## config.mk

```make
export PLATFORM = sky130hd
export DESIGN_NAME = output_pooling_addr_seq
export DESIGN_NICKNAME = d
export VERILOG_FILES = /design/src/rtl/output_pooling_addr_seq.sv
export SDC_FILE = /design/constraint.sdc
export NUM_CORES = 1
export LEC_CHECK = 0
export CAP_MARGIN = 30
export CORE_MARGIN = 3
export CORE_UTILIZATION = 40
export DETAILED_ROUTE_END_ITERATION = 12
export SLEW_MARGIN = 20
export SYNTH_ARGS = -nofsm -noshare
export SYNTH_HDL_FRONTEND = slang
export SYNTH_SLANG_ARGS = --single-unit
```

## constraint.sdc

```tcl
create_clock -name i_clk -period 3 [get_ports i_clk]
set_clock_uncertainty 0.15 [all_clocks]
set_input_delay 0.6 -clock i_clk [delete_from_list [all_inputs] [get_ports i_clk]]
set_output_delay 0.6 -clock i_clk [all_outputs]
set_load 0.02 [all_outputs]
```

## src/rtl/output_pooling_addr_seq.sv

```systemverilog
// output_pooling_addr_seq
//
// Sequential output-pooling address generator. A start pulse latches one layer's
// output geometry and the block then walks every output point (column fastest,
// then row, then channel from start to end index). Each point is issued as one
// beat carrying the BRAM bank select and the in-bank address over a valid/ready
// handshake. Addressing is incremental: a single size*size product is formed at
// latch time, and the walk itself uses only adders and comparators.
//
// Ports:
//   i_clk                         clock, rising edge
//   i_rst_n                       synchronous active-low reset
//   i_start                       start pulse, honoured only in IDLE
//   i_pooling_enable              selects pooled (1) or conv (0) map size
//   i_output_pooling_size         pooled map side length
//   i_output_conv_size            un-pooled map side length
//   i_output_start_index_channel  first channel
//   i_output_end_index_channel    last channel, inclusive
//   i_addr_ready                  consumer ready
//   o_addr_valid                  beat valid
//   o_output_address              in-bank address
//   o_output_bank_sel             target bank
//   o_output_channel              current channel
//   o_output_row                  current row
//   o_output_col                  current column
//   o_last                        final beat of the layer (qualified by o_addr_valid)
//   o_busy                        walk in progress
//   o_done                        one-cycle completion pulse
//   o_cfg_err                     one-cycle illegal-configuration pulse, with o_done

module output_pooling_addr_seq #(
  parameter int unsigned OUTPUT_CHANNEL_WIDTH      = 7,
  parameter int unsigned OUTPUT_ROW_WIDTH          = 4,
  parameter int unsigned OUTPUT_COL_WIDTH          = 4,
  parameter int unsigned OUTPUT_BRAM_NUM           = 4,
  parameter int unsigned OUTPUT_BRAM_DEPTH         = 1152,
  parameter int unsigned OUTPUT_BRAM_ADDRESS_WIDTH = $clog2(OUTPUT_BRAM_DEPTH),
  parameter int unsigned BANK_SEL_WIDTH            =
      (OUTPUT_BRAM_NUM > 1) ? $clog2(OUTPUT_BRAM_NUM) : 1
) (
  input  logic                                 i_clk,
  input  logic                                 i_rst_n,
  input  logic                                 i_start,
  input  logic                                 i_pooling_enable,
  input  logic [OUTPUT_COL_WIDTH-1:0]          i_output_pooling_size,
  input  logic [OUTPUT_COL_WIDTH-1:0]          i_output_conv_size,
  input  logic [OUTPUT_CHANNEL_WIDTH-1:0]      i_output_start_index_channel,
  input  logic [OUTPUT_CHANNEL_WIDTH-1:0]      i_output_end_index_channel,
  input  logic                                 i_addr_ready,
  output logic                                 o_addr_valid,
  output logic [OUTPUT_BRAM_ADDRESS_WIDTH-1:0] o_output_address,
  output logic [BANK_SEL_WIDTH-1:0]            o_output_bank_sel,
  output logic [OUTPUT_CHANNEL_WIDTH-1:0]      o_output_channel,
  output logic [OUTPUT_ROW_WIDTH-1:0]          o_output_row,
  output logic [OUTPUT_COL_WIDTH-1:0]          o_output_col,
  output logic                                 o_last,
  output logic                                 o_busy,
  output logic                                 o_done,
  output logic                                 o_cfg_err
);

  localparam int unsigned ChW  = OUTPUT_CHANNEL_WIDTH;
  localparam int unsigned RowW = OUTPUT_ROW_WIDTH;
  localparam int unsigned ColW = OUTPUT_COL_WIDTH;
  localparam int unsigned AddrW = OUTPUT_BRAM_ADDRESS_WIDTH;
  localparam int unsigned BankW = BANK_SEL_WIDTH;
  localparam int unsigned SqW  = 2 * ColW;
  // Common width for comparing the row index against the column-width size.
  localparam int unsigned DimW = (RowW > ColW) ? RowW : ColW;

  typedef enum logic [1:0] {StIdle, StRun, StDone} state_e;

  state_e                state_q, state_d;
  logic [ColW-1:0]       size_q, size_d;
  logic [SqW-1:0]        size_sq_q, size_sq_d;
  logic [ChW-1:0]        end_q, end_d;
  logic [ChW-1:0]        ch_q, ch_d;
  logic [RowW-1:0]       row_q, row_d;
  logic [ColW-1:0]       col_q, col_d;
  logic [BankW-1:0]      bank_q, bank_d;
  logic [AddrW-1:0]      base_q, base_d;
  logic [AddrW-1:0]      addr_q, addr_d;
  logic                  err_q, err_d;

  logic [ColW-1:0]       size_sel;
  logic [ColW-1:0]       size_m1;
  logic [AddrW-1:0]      size_sq_ext;
  logic [BankW-1:0]      bank_inc;
  logic                  bank_wrap;
  logic                  col_end;
  logic                  row_end;
  logic                  last_point;

  // Fit the latched size*size product to the address width (zero-extend or truncate).
  if (SqW >= AddrW) begin : g_sq_trunc
    assign size_sq_ext = size_sq_q[AddrW-1:0];
  end else begin : g_sq_ext
    assign size_sq_ext = {{(AddrW - SqW){1'b0}}, size_sq_q};
  end

  // With a single bank every channel step wraps the bank and advances the base.
  if (OUTPUT_BRAM_NUM == 1) begin : g_one_bank
    assign bank_inc = '0;
  end else begin : g_multi_bank
    // BankW == log2(OUTPUT_BRAM_NUM), so the natural overflow is the modulo.
    assign bank_inc = bank_q + 1'b1;
  end

  assign bank_wrap  = (bank_inc == '0);
  assign size_sel   = i_pooling_enable ? i_output_pooling_size : i_output_conv_size;
  assign size_m1    = size_q - 1'b1;
  assign col_end    = (col_q == size_m1);
  assign row_end    = (DimW'(row_q) == DimW'(size_m1));
  assign last_point = (ch_q == end_q) && row_end && col_end;

  always_comb begin
    state_d   = state_q;
    size_d    = size_q;
    size_sq_d = size_sq_q;
    end_d     = end_q;
    ch_d      = ch_q;
    row_d     = row_q;
    col_d     = col_q;
    bank_d    = bank_q;
    base_d    = base_q;
    addr_d    = addr_q;
    err_d     = err_q;

    unique case (state_q)
      StIdle: begin
        err_d = 1'b0;
        if (i_start) begin
          size_d    = size_sel;
          size_sq_d = SqW'(size_sel) * SqW'(size_sel);
          end_d     = i_output_end_index_channel;
          ch_d      = i_output_start_index_channel;
          row_d     = '0;
          col_d     = '0;
          bank_d    = '0;
          base_d    = '0;
          addr_d    = '0;
          if ((i_output_end_index_channel < i_output_start_index_channel) ||
              (size_sel == '0)) begin
            err_d   = 1'b1;
            state_d = StDone;
          end else begin
            state_d = StRun;
          end
        end
      end

      StRun: begin
        if (i_addr_ready) begin
          if (last_point) begin
            state_d = StDone;
          end else if (!col_end) begin
            col_d  = col_q + 1'b1;
            addr_d = addr_q + 1'b1;
          end else if (!row_end) begin
            col_d  = '0;
            row_d  = row_q + 1'b1;
            addr_d = addr_q + 1'b1;
          end else begin
            // Channel step: next bank; the base only moves once all banks are used.
            col_d  = '0;
            row_d  = '0;
            ch_d   = ch_q + 1'b1;
            bank_d = bank_inc;
            if (bank_wrap) begin
              base_d = base_q + size_sq_ext;
              addr_d = base_q + size_sq_ext;
            end else begin
              addr_d = base_q;
            end
          end
        end
      end

      StDone: begin
        state_d = StIdle;
      end

      default: begin
        state_d = StIdle;
      end
    endcase
  end

  always_ff @(posedge i_clk) begin
    if (!i_rst_n) begin
      state_q   <= StIdle;
      size_q    <= '0;
      size_sq_q <= '0;
      end_q     <= '0;
      ch_q      <= '0;
      row_q     <= '0;
      col_q     <= '0;
      bank_q    <= '0;
      base_q    <= '0;
      addr_q    <= '0;
      err_q     <= 1'b0;
    end else begin
      state_q   <= state_d;
      size_q    <= size_d;
      size_sq_q <= size_sq_d;
      end_q     <= end_d;
      ch_q      <= ch_d;
      row_q     <= row_d;
      col_q     <= col_d;
      bank_q    <= bank_d;
      base_q    <= base_d;
      addr_q    <= addr_d;
      err_q     <= err_d;
    end
  end

  assign o_addr_valid      = (state_q == StRun);
  assign o_busy            = (state_q == StRun);
  assign o_done            = (state_q == StDone);
  assign o_cfg_err         = (state_q == StDone) && err_q;
  assign o_last            = (state_q == StRun) && last_point;
  assign o_output_address  = addr_q;
  assign o_output_bank_sel = bank_q;
  assign o_output_channel  = ch_q;
  assign o_output_row      = row_q;
  assign o_output_col      = col_q;

endmodule

```

==> metrics.cfg, run 1 <==
[power]
p_sw_mw = 0.7078
power_frac_comb = 0.250
clkPwrFrac = 0.374
internal_power_mw = 1.660
p_total_mw = 2.368
pwr_density_cell_mw_per_mm2 = 491.6
ir_worst_vdd_mv = 0.3017
p_leak_nw = 2.102
pwr-share-seq = 0.376
swShare = 0.2989

[route]
drt_iter0_drc = 199
routed_wl_um = 9629
vias = 3452
drt-vias-per-instance = 5.445
first_pass_iters = 4
wl_per_cell_um = 15.19
detail-route-antenna-nets = 0
drc = 0

[worst_setup_path]
critical_path_buf_inv_count = 2
startpoint = size_q[1]$_SDFFE_PN0P_
critPathMaxFanout = 3
cp_cell_sequence = inv_1, ha_1, xor2_2, xnor2_2, nand4_2, nor2_4, nand2_1, nor2_1, clkbuf_2
setup.worst_path.start_class = register
crit_slowest_cell = dfxtp_1
cp_data_arrival_time_ns = 2.07
cpLargestDelayFamily = simple AND/OR/NAND/NOR gates
max_stage_delay_ns = 0.36
rr_startpoint = size_q[0]$_SDFFE_PN0P_
path_class = reg -> out
worstSetupEndpointType = output port
critPathRequiredTime_ns = 2.25

[place]
port_buffers = 59
placed_cell_area_mm2 = 0.004568
place.gp.congestion = 0.8540
dpl_worst_slack_ns = -0.1060
dp_cells = 618
dp.final_hpwl_um = 7495

[yosys]
synth_edf_count = 0
ys.flop_type = dfxtp_1
synth.yosys.seq_area_share = 0.3142
netlist_area_mm2 = 0.003759
synth-seq-cells = 59
syn_area_per_cell_um2 = 8.446
synth.top_cell.area_share = 0.3142
synth_area_leader_cell = dfxtp_1
synthCells = 445
ys_warn_count = 0
ys_top_cells_by_count = 61 x nand2_1, 59 x dfxtp_1, 29 x nor2_1
async_flop_share = 0
synth.distinct_cells = 67
synthMostInstantiatedCell = nand2_1
synth_area_leaders = dfxtp_1 31%, ha_1 7.7%, nand2_1 6.1%, xor2_1 4.7%, o21ai_0 3.3%
syn_nets = 496

[clock_tree]
clockBufferDepth = 2
cts.sinks = 59
root_buffer = clkbuf_8
htree_levels = 3
cts_tree = done
clk_pin_slew_worst_paths_ns = 0.07
cts_resized = 1
post-cts-setup-buffer-count = 0
cts_hold_buffers = 0
numCtsBuffers = 9
insertion_delay_ns = 0.34

[sta]
drv_slew = 0
finalHoldViolCount = 0
setup_ws_ns = 0.1846
rsz0062_at_grt = false
holdWs_ns = 0.3247
period_needed_ns = 2.815
period_share = 0.9385
fmax_mhz = 355.2
worstMarginPinSlew_ns = 0.5760
setup-violations-final = 0
max-slew-margin-rel = 0.6159
tns_ns = 0

[global_routing]
grt_max_degree = 31
antenna_found_initial = 0
grt_first_pass_wirelength_um = 16320
grt_usage = 0.1959
first_global_vias = 3404
grt_overflow_total = 0

[finish]
area_growth_syn_to_layout_pct = 28.16
fin_area_mm2 = 0.004817
nNetsFinal = 572
post-route-util = 0.5392
diodes = 0
stdcell_count = 634
drive_gt1_frac = 0.1198

[run]
maxCapViolations = 0

[floorplan]
ios = 60
die_w_um = 102.9
dieHeight_um = 102.9
start_util = 0.4207
coreArea_mm2 = 0.008934
fp-row-count = 34
dieArea_mm2 = 0.01060

[hold_path]
min_from = base_q[7]$_SDFFE_PN0P_
hold_path.class = reg -> reg

[outcome]
outcome = finished, final reports clean

path summary, 6_finish.rpt:
kind / endpoint / slack (ns) / cells after the start
max: o_last / 0.18 / 9
min: base_q[7]$_SDFFE_PN0P_ / 0.32 / 2
max reg2reg: o_output_address[6]$_SDFFE_PN0P_ / 0.36 / 10
min reg2reg: base_q[7]$_SDFFE_PN0P_ / 0.32 / 2
routing by layer:
metal	vias to the layer above	GRT usage	wire length, µm
li1	1757	-	-
met1	1618	0.2513	4420
met2	65	0.3305	4682
met3	12	0.04668	404
met4	0	0.04980	122
met5	-	0	0
sequential cells by signal, indices dropped and copies added, names as in the netlist:
name	count
base_q	11
end_q	7
err_q	1
o_output_address	11
o_output_bank_sel	2
o_output_channel	7
o_output_col	4
o_output_row	4
size_q	4
size_sq_q	6
state_q	2
worst register-to-register path: stages, from the launching register on:
cell,delay (ns)
dfxtp_1,0.31
buf_4,0.16
ha_1,0.22
ha_1,0.22
a211o_1,0.32
a21oi_1,0.22
o21bai_1,0.11
or2_2,0.28
a211oi_1,0.31
a41oi_1,0.11
o311ai_0,0.14
final cells by class:
class | instances | area, µm²
multi-input cells | 346 | 2406
well taps | 108 | 135.1
clock inverters | 3 | 67.56
fillers | 844 | 4116
clock buffers | 13 | 178.9
inverters | 22 | 82.58
flip-flops and latches | 59 | 1181
repair buffers | 83 | 765.7
power by group through the flow:
stage	clock [mW]	combinational, mW	sequential, mW
floorplan	0	0.359	0.915
global placement	0	0.581	0.906
detailed placement	0	0.588	0.908
CTS	0.907	0.592	0.890
global route	0.945	0.660	0.897
finish	0.886	0.593	0.890
cells by family after synthesis:
logic type,share of synthesized area
DFF,0.3142
and+or+nand+nor,0.2097
muxes,0.03229
AOI/OAI and AO/OA,0.2354
xor gates and xnor gates,0.07890
adders and majority gates,0.08189
buffers and inverters,0.04760
cell usage in the layout (no fill, tap or decap), types with 10 or more instances in the layout:
cell / count
xnor2_1: 11
nor2_1: 29
inv_1: 21
dfxtp_1: 59
xor2_1: 20
and3_1: 10
clkdlybuf4s50_1: 58
mux2i_1: 11
a21oi_1: 15
ha_1: 23
clkbuf_8: 13
o21ai_0: 25
nand3_1: 15
buf_4: 24
nand2_1: 61
Note: power is estimated with default switching activity, not from simulation.
==> run 2, diff against run 1 <==
--- a/config.mk
+++ b/config.mk
@@ -9,7 +9,7 @@
 export CORE_MARGIN = 3
 export CORE_UTILIZATION = 40
 export DETAILED_ROUTE_END_ITERATION = 12
-export SLEW_MARGIN = 20
+export SLEW_MARGIN = 40
 export SYNTH_ARGS = -nofsm -noshare
 export SYNTH_HDL_FRONTEND = slang
 export SYNTH_SLANG_ARGS = --single-unit
==> results of run 2 <==
Final layout, timing and power as in run 1 (identical DEF).
==> run 3, diff against run 2 <==
--- a/config.mk
+++ b/config.mk
@@ -6,9 +6,11 @@
 export NUM_CORES = 1
 export LEC_CHECK = 0
 export CAP_MARGIN = 30
-export CORE_MARGIN = 3
-export CORE_UTILIZATION = 40
+export CORE_MARGIN = 2
+export CORE_UTILIZATION = 60
 export DETAILED_ROUTE_END_ITERATION = 12
+export DONT_BUFFER_PORTS = 1
+export PLACE_DENSITY = 0.76
 export SLEW_MARGIN = 40
 export SYNTH_ARGS = -nofsm -noshare
 export SYNTH_HDL_FRONTEND = slang
==> metrics.cfg, run 3 (synthesized netlist as in run 1, its figures left out) <==
[worst_setup_path]
critPathMaxFanout = 3  ; unchanged
max_stage_delay_ns = 0.37  ; was 0.36 ns
critPathRequiredTime_ns = 2.25  ; about the same
cp_cell_sequence = inv_1, ha_1, xor2_2, xnor2_1, nand4_2, nor2_4, nand2_1, nor2_1, buf_4  ; was inv_1, ha_1, xor2_2, xnor2_2, nand4_2, nor2_4, nand2_1, nor2_1, clkbuf_2
critical_path_buf_inv_count = 2  ; unchanged
path_class = reg -> out  ; unchanged
cpLargestDelayFamily = simple AND/OR/NAND/NOR gates  ; unchanged
r2r_slack_ns = 0.37  ; was 0.36 ns
cp_data_arrival_time_ns = 2.11  ; was 2.07 ns
crit_slowest_cell = dfxtp_1  ; unchanged
setup.worst_path.start_class = register  ; unchanged
worstSetupEndpointType = output port  ; unchanged

[route]
routed_wl_um = 8702  ; was 9629 µm
vias = 3256  ; was 3452
drt-vias-per-instance = 5.996  ; was 5.445
first_pass_iters = 4  ; unchanged
drt_iter0_drc = 141  ; was 199
wl_per_cell_um = 16.03  ; was 15.19 µm
detail-route-antenna-nets = 0  ; unchanged
drc = 0  ; unchanged

[clock_tree]
cts_hold_buffers = 0  ; unchanged
root_buffer = clkbuf_8  ; unchanged
numCtsBuffers = 9  ; unchanged
cts_resized = 0  ; was 1
clockBufferDepth = 2  ; unchanged
cts_tree = done  ; unchanged
insertion_delay_ns = 0.33  ; was 0.34 ns
cts.sinks = 59  ; unchanged
clk_pin_slew_worst_paths_ns = 0.06  ; was 0.07 ns
htree_levels = 3  ; unchanged

[finish]
final_cell_mix = 61 x nand2_1, 59 x dfxtp_1, 29 x nor2_1, 25 x o21ai_0, 24 x buf_4  ; was 61 x nand2_1, 59 x dfxtp_1, 58 x clkdlybuf4s50_1, 29 x nor2_1, 25 x o21ai_0
post-route-util = 0.6878  ; was 0.5392
nNetsFinal = 513  ; was 572
drive_gt1_frac = 0.1266  ; was 0.1198
fillers = 502  ; was 844
stdcell_count = 543  ; was 634
area_growth_syn_to_layout_pct = 9.620  ; was 28.16%
final_common_cell = nand2_1  ; unchanged

[hold_path]
hold_path.class = in -> reg  ; was reg -> reg

[floorplan]
dieArea_mm2 = 0.006913  ; was 0.01060 mm²
fp-row-count = 28  ; was 34
ios = 60  ; unchanged
die_w_um = 83.15  ; was 102.9 µm
dieHeight_um = 83.15  ; was 102.9 µm
coreArea_mm2 = 0.005991  ; was 0.008934 mm²
start_util = 0.6274  ; was 0.4207

[sta]
setup_ws_ns = 0.1361  ; was 0.1846 ns
period_needed_ns = 2.864  ; was 2.815 ns
worstMarginPinSlew_ns = 0.5662  ; was 0.5760 ns
setup-violations-final = 0  ; unchanged
fmax_mhz = 349.2  ; was 355.2 MHz
drv_slew = 0  ; unchanged
finalHoldViolCount = 0  ; unchanged
max-slew-margin-rel = 0.6225  ; was 0.6159
period_share = 0.9546  ; was 0.9385
holdWs_ns = 0.2453  ; was 0.3247 ns

[global_routing]
antenna_found_initial = 2  ; was 0
grt_usage = 0.2556  ; was 0.1959
grt_max_degree = 32  ; was 31
first_global_vias = 3173  ; was 3404
grt_first_pass_wirelength_um = 14600  ; was 16320 µm
grt_overflow_total = 0  ; unchanged

[place]
place.gp.congestion = 0.8477  ; was 0.8540
dp.final_hpwl_um = 6657  ; was 7495 µm
dpl_worst_slack_ns = 0.3386  ; was -0.1060 ns
port_buffers = 0  ; was 59
dp_cells = 522  ; was 618

[power]
pwr_density_cell_mw_per_mm2 = 493.1  ; was 491.6 mW/mm²
ir_worst_vdd_mv = 0.4752  ; was 0.3017 mV
p_total_mw = 2.032  ; was 2.368 mW
p_leak_nw = 1.856  ; was 2.102 nW

[outcome]
outcome = finished, final reports clean  ; unchanged

[run]
maxCapViolations = 0  ; unchanged

[run 3: cell count changes in the layout (fill, tap and decap cells not counted), moves of 2 or more]
cell / before / now
bufinv_16: 2 / 0
clkdlybuf4s50_1: 58 / 0
clkinv_2: 0 / 2
diode_2: 0 / 2
[run 3: final cells by class]
class | count | area (µm²) | area share
multi-input cells | 346 | 2399 | 0.5821
flip-flops and latches | 59 | 1181 | 0.2867
repair buffers | 24 | 180.2 | 0.04373
clock buffers | 13 | 168.9 | 0.04100
well taps | 75 | 93.84 | 0.02278
inverters | 22 | 82.58 | 0.02004
clock inverters | 2 | 10.01 | 0.002429
diodes | 2 | 5.005 | 0.001215
[run 3: metrics by stage]
step / setup TNS (ns) / area [µm²]
final: 0 / 4120
after detailed placement: 0 / 3906
after global placement: 0 / 3906
after CTS: 0 / 4093
after floorplan: 0 / 3759
after global routing: -0.001204 / 4120
[run 3: what timing repair did]
item | in CTS | in global routing
setup buffers | 1 | 3
hold endpoints to repair | 0 | 0
pin swaps | 1 | 2
endpoints found under the setup margin | 1 | 1
[run 3: path summary, 6_finish.rpt]
check / startpoint / cells after the start / end
worst max-delay path: size_q[1]$_SDFFE_PN0P_ / 9 / o_last
worst min-delay path: i_rst_n / 1 / size_q[1]$_SDFFE_PN0P_
worst max register to register: size_q[1]$_SDFFE_PN0P_ / 11 / o_output_channel[2]$_SDFFE_PN0P_
worst min register to register: base_q[7]$_SDFFE_PN0P_ / 2 / base_q[7]$_SDFFE_PN0P_
[run 3: per-layer routing]
metal	part of all wire	GRT usage	vias to the layer above	wire length (µm)
li1	-	-	1643	-
met1	0.43	0.3113	1538	3774
met2	0.51	0.4355	68	4405
met3	0.052	0.07356	7	456
met4	0.0075	0.07899	0	65
met5	0	0	-	0
[run 3: power breakdown]
group          internal (mW)  switching, mW
clock network          0.360          0.296
registers              0.833         0.0502
logic                  0.192          0.300
total                   1.39          0.646
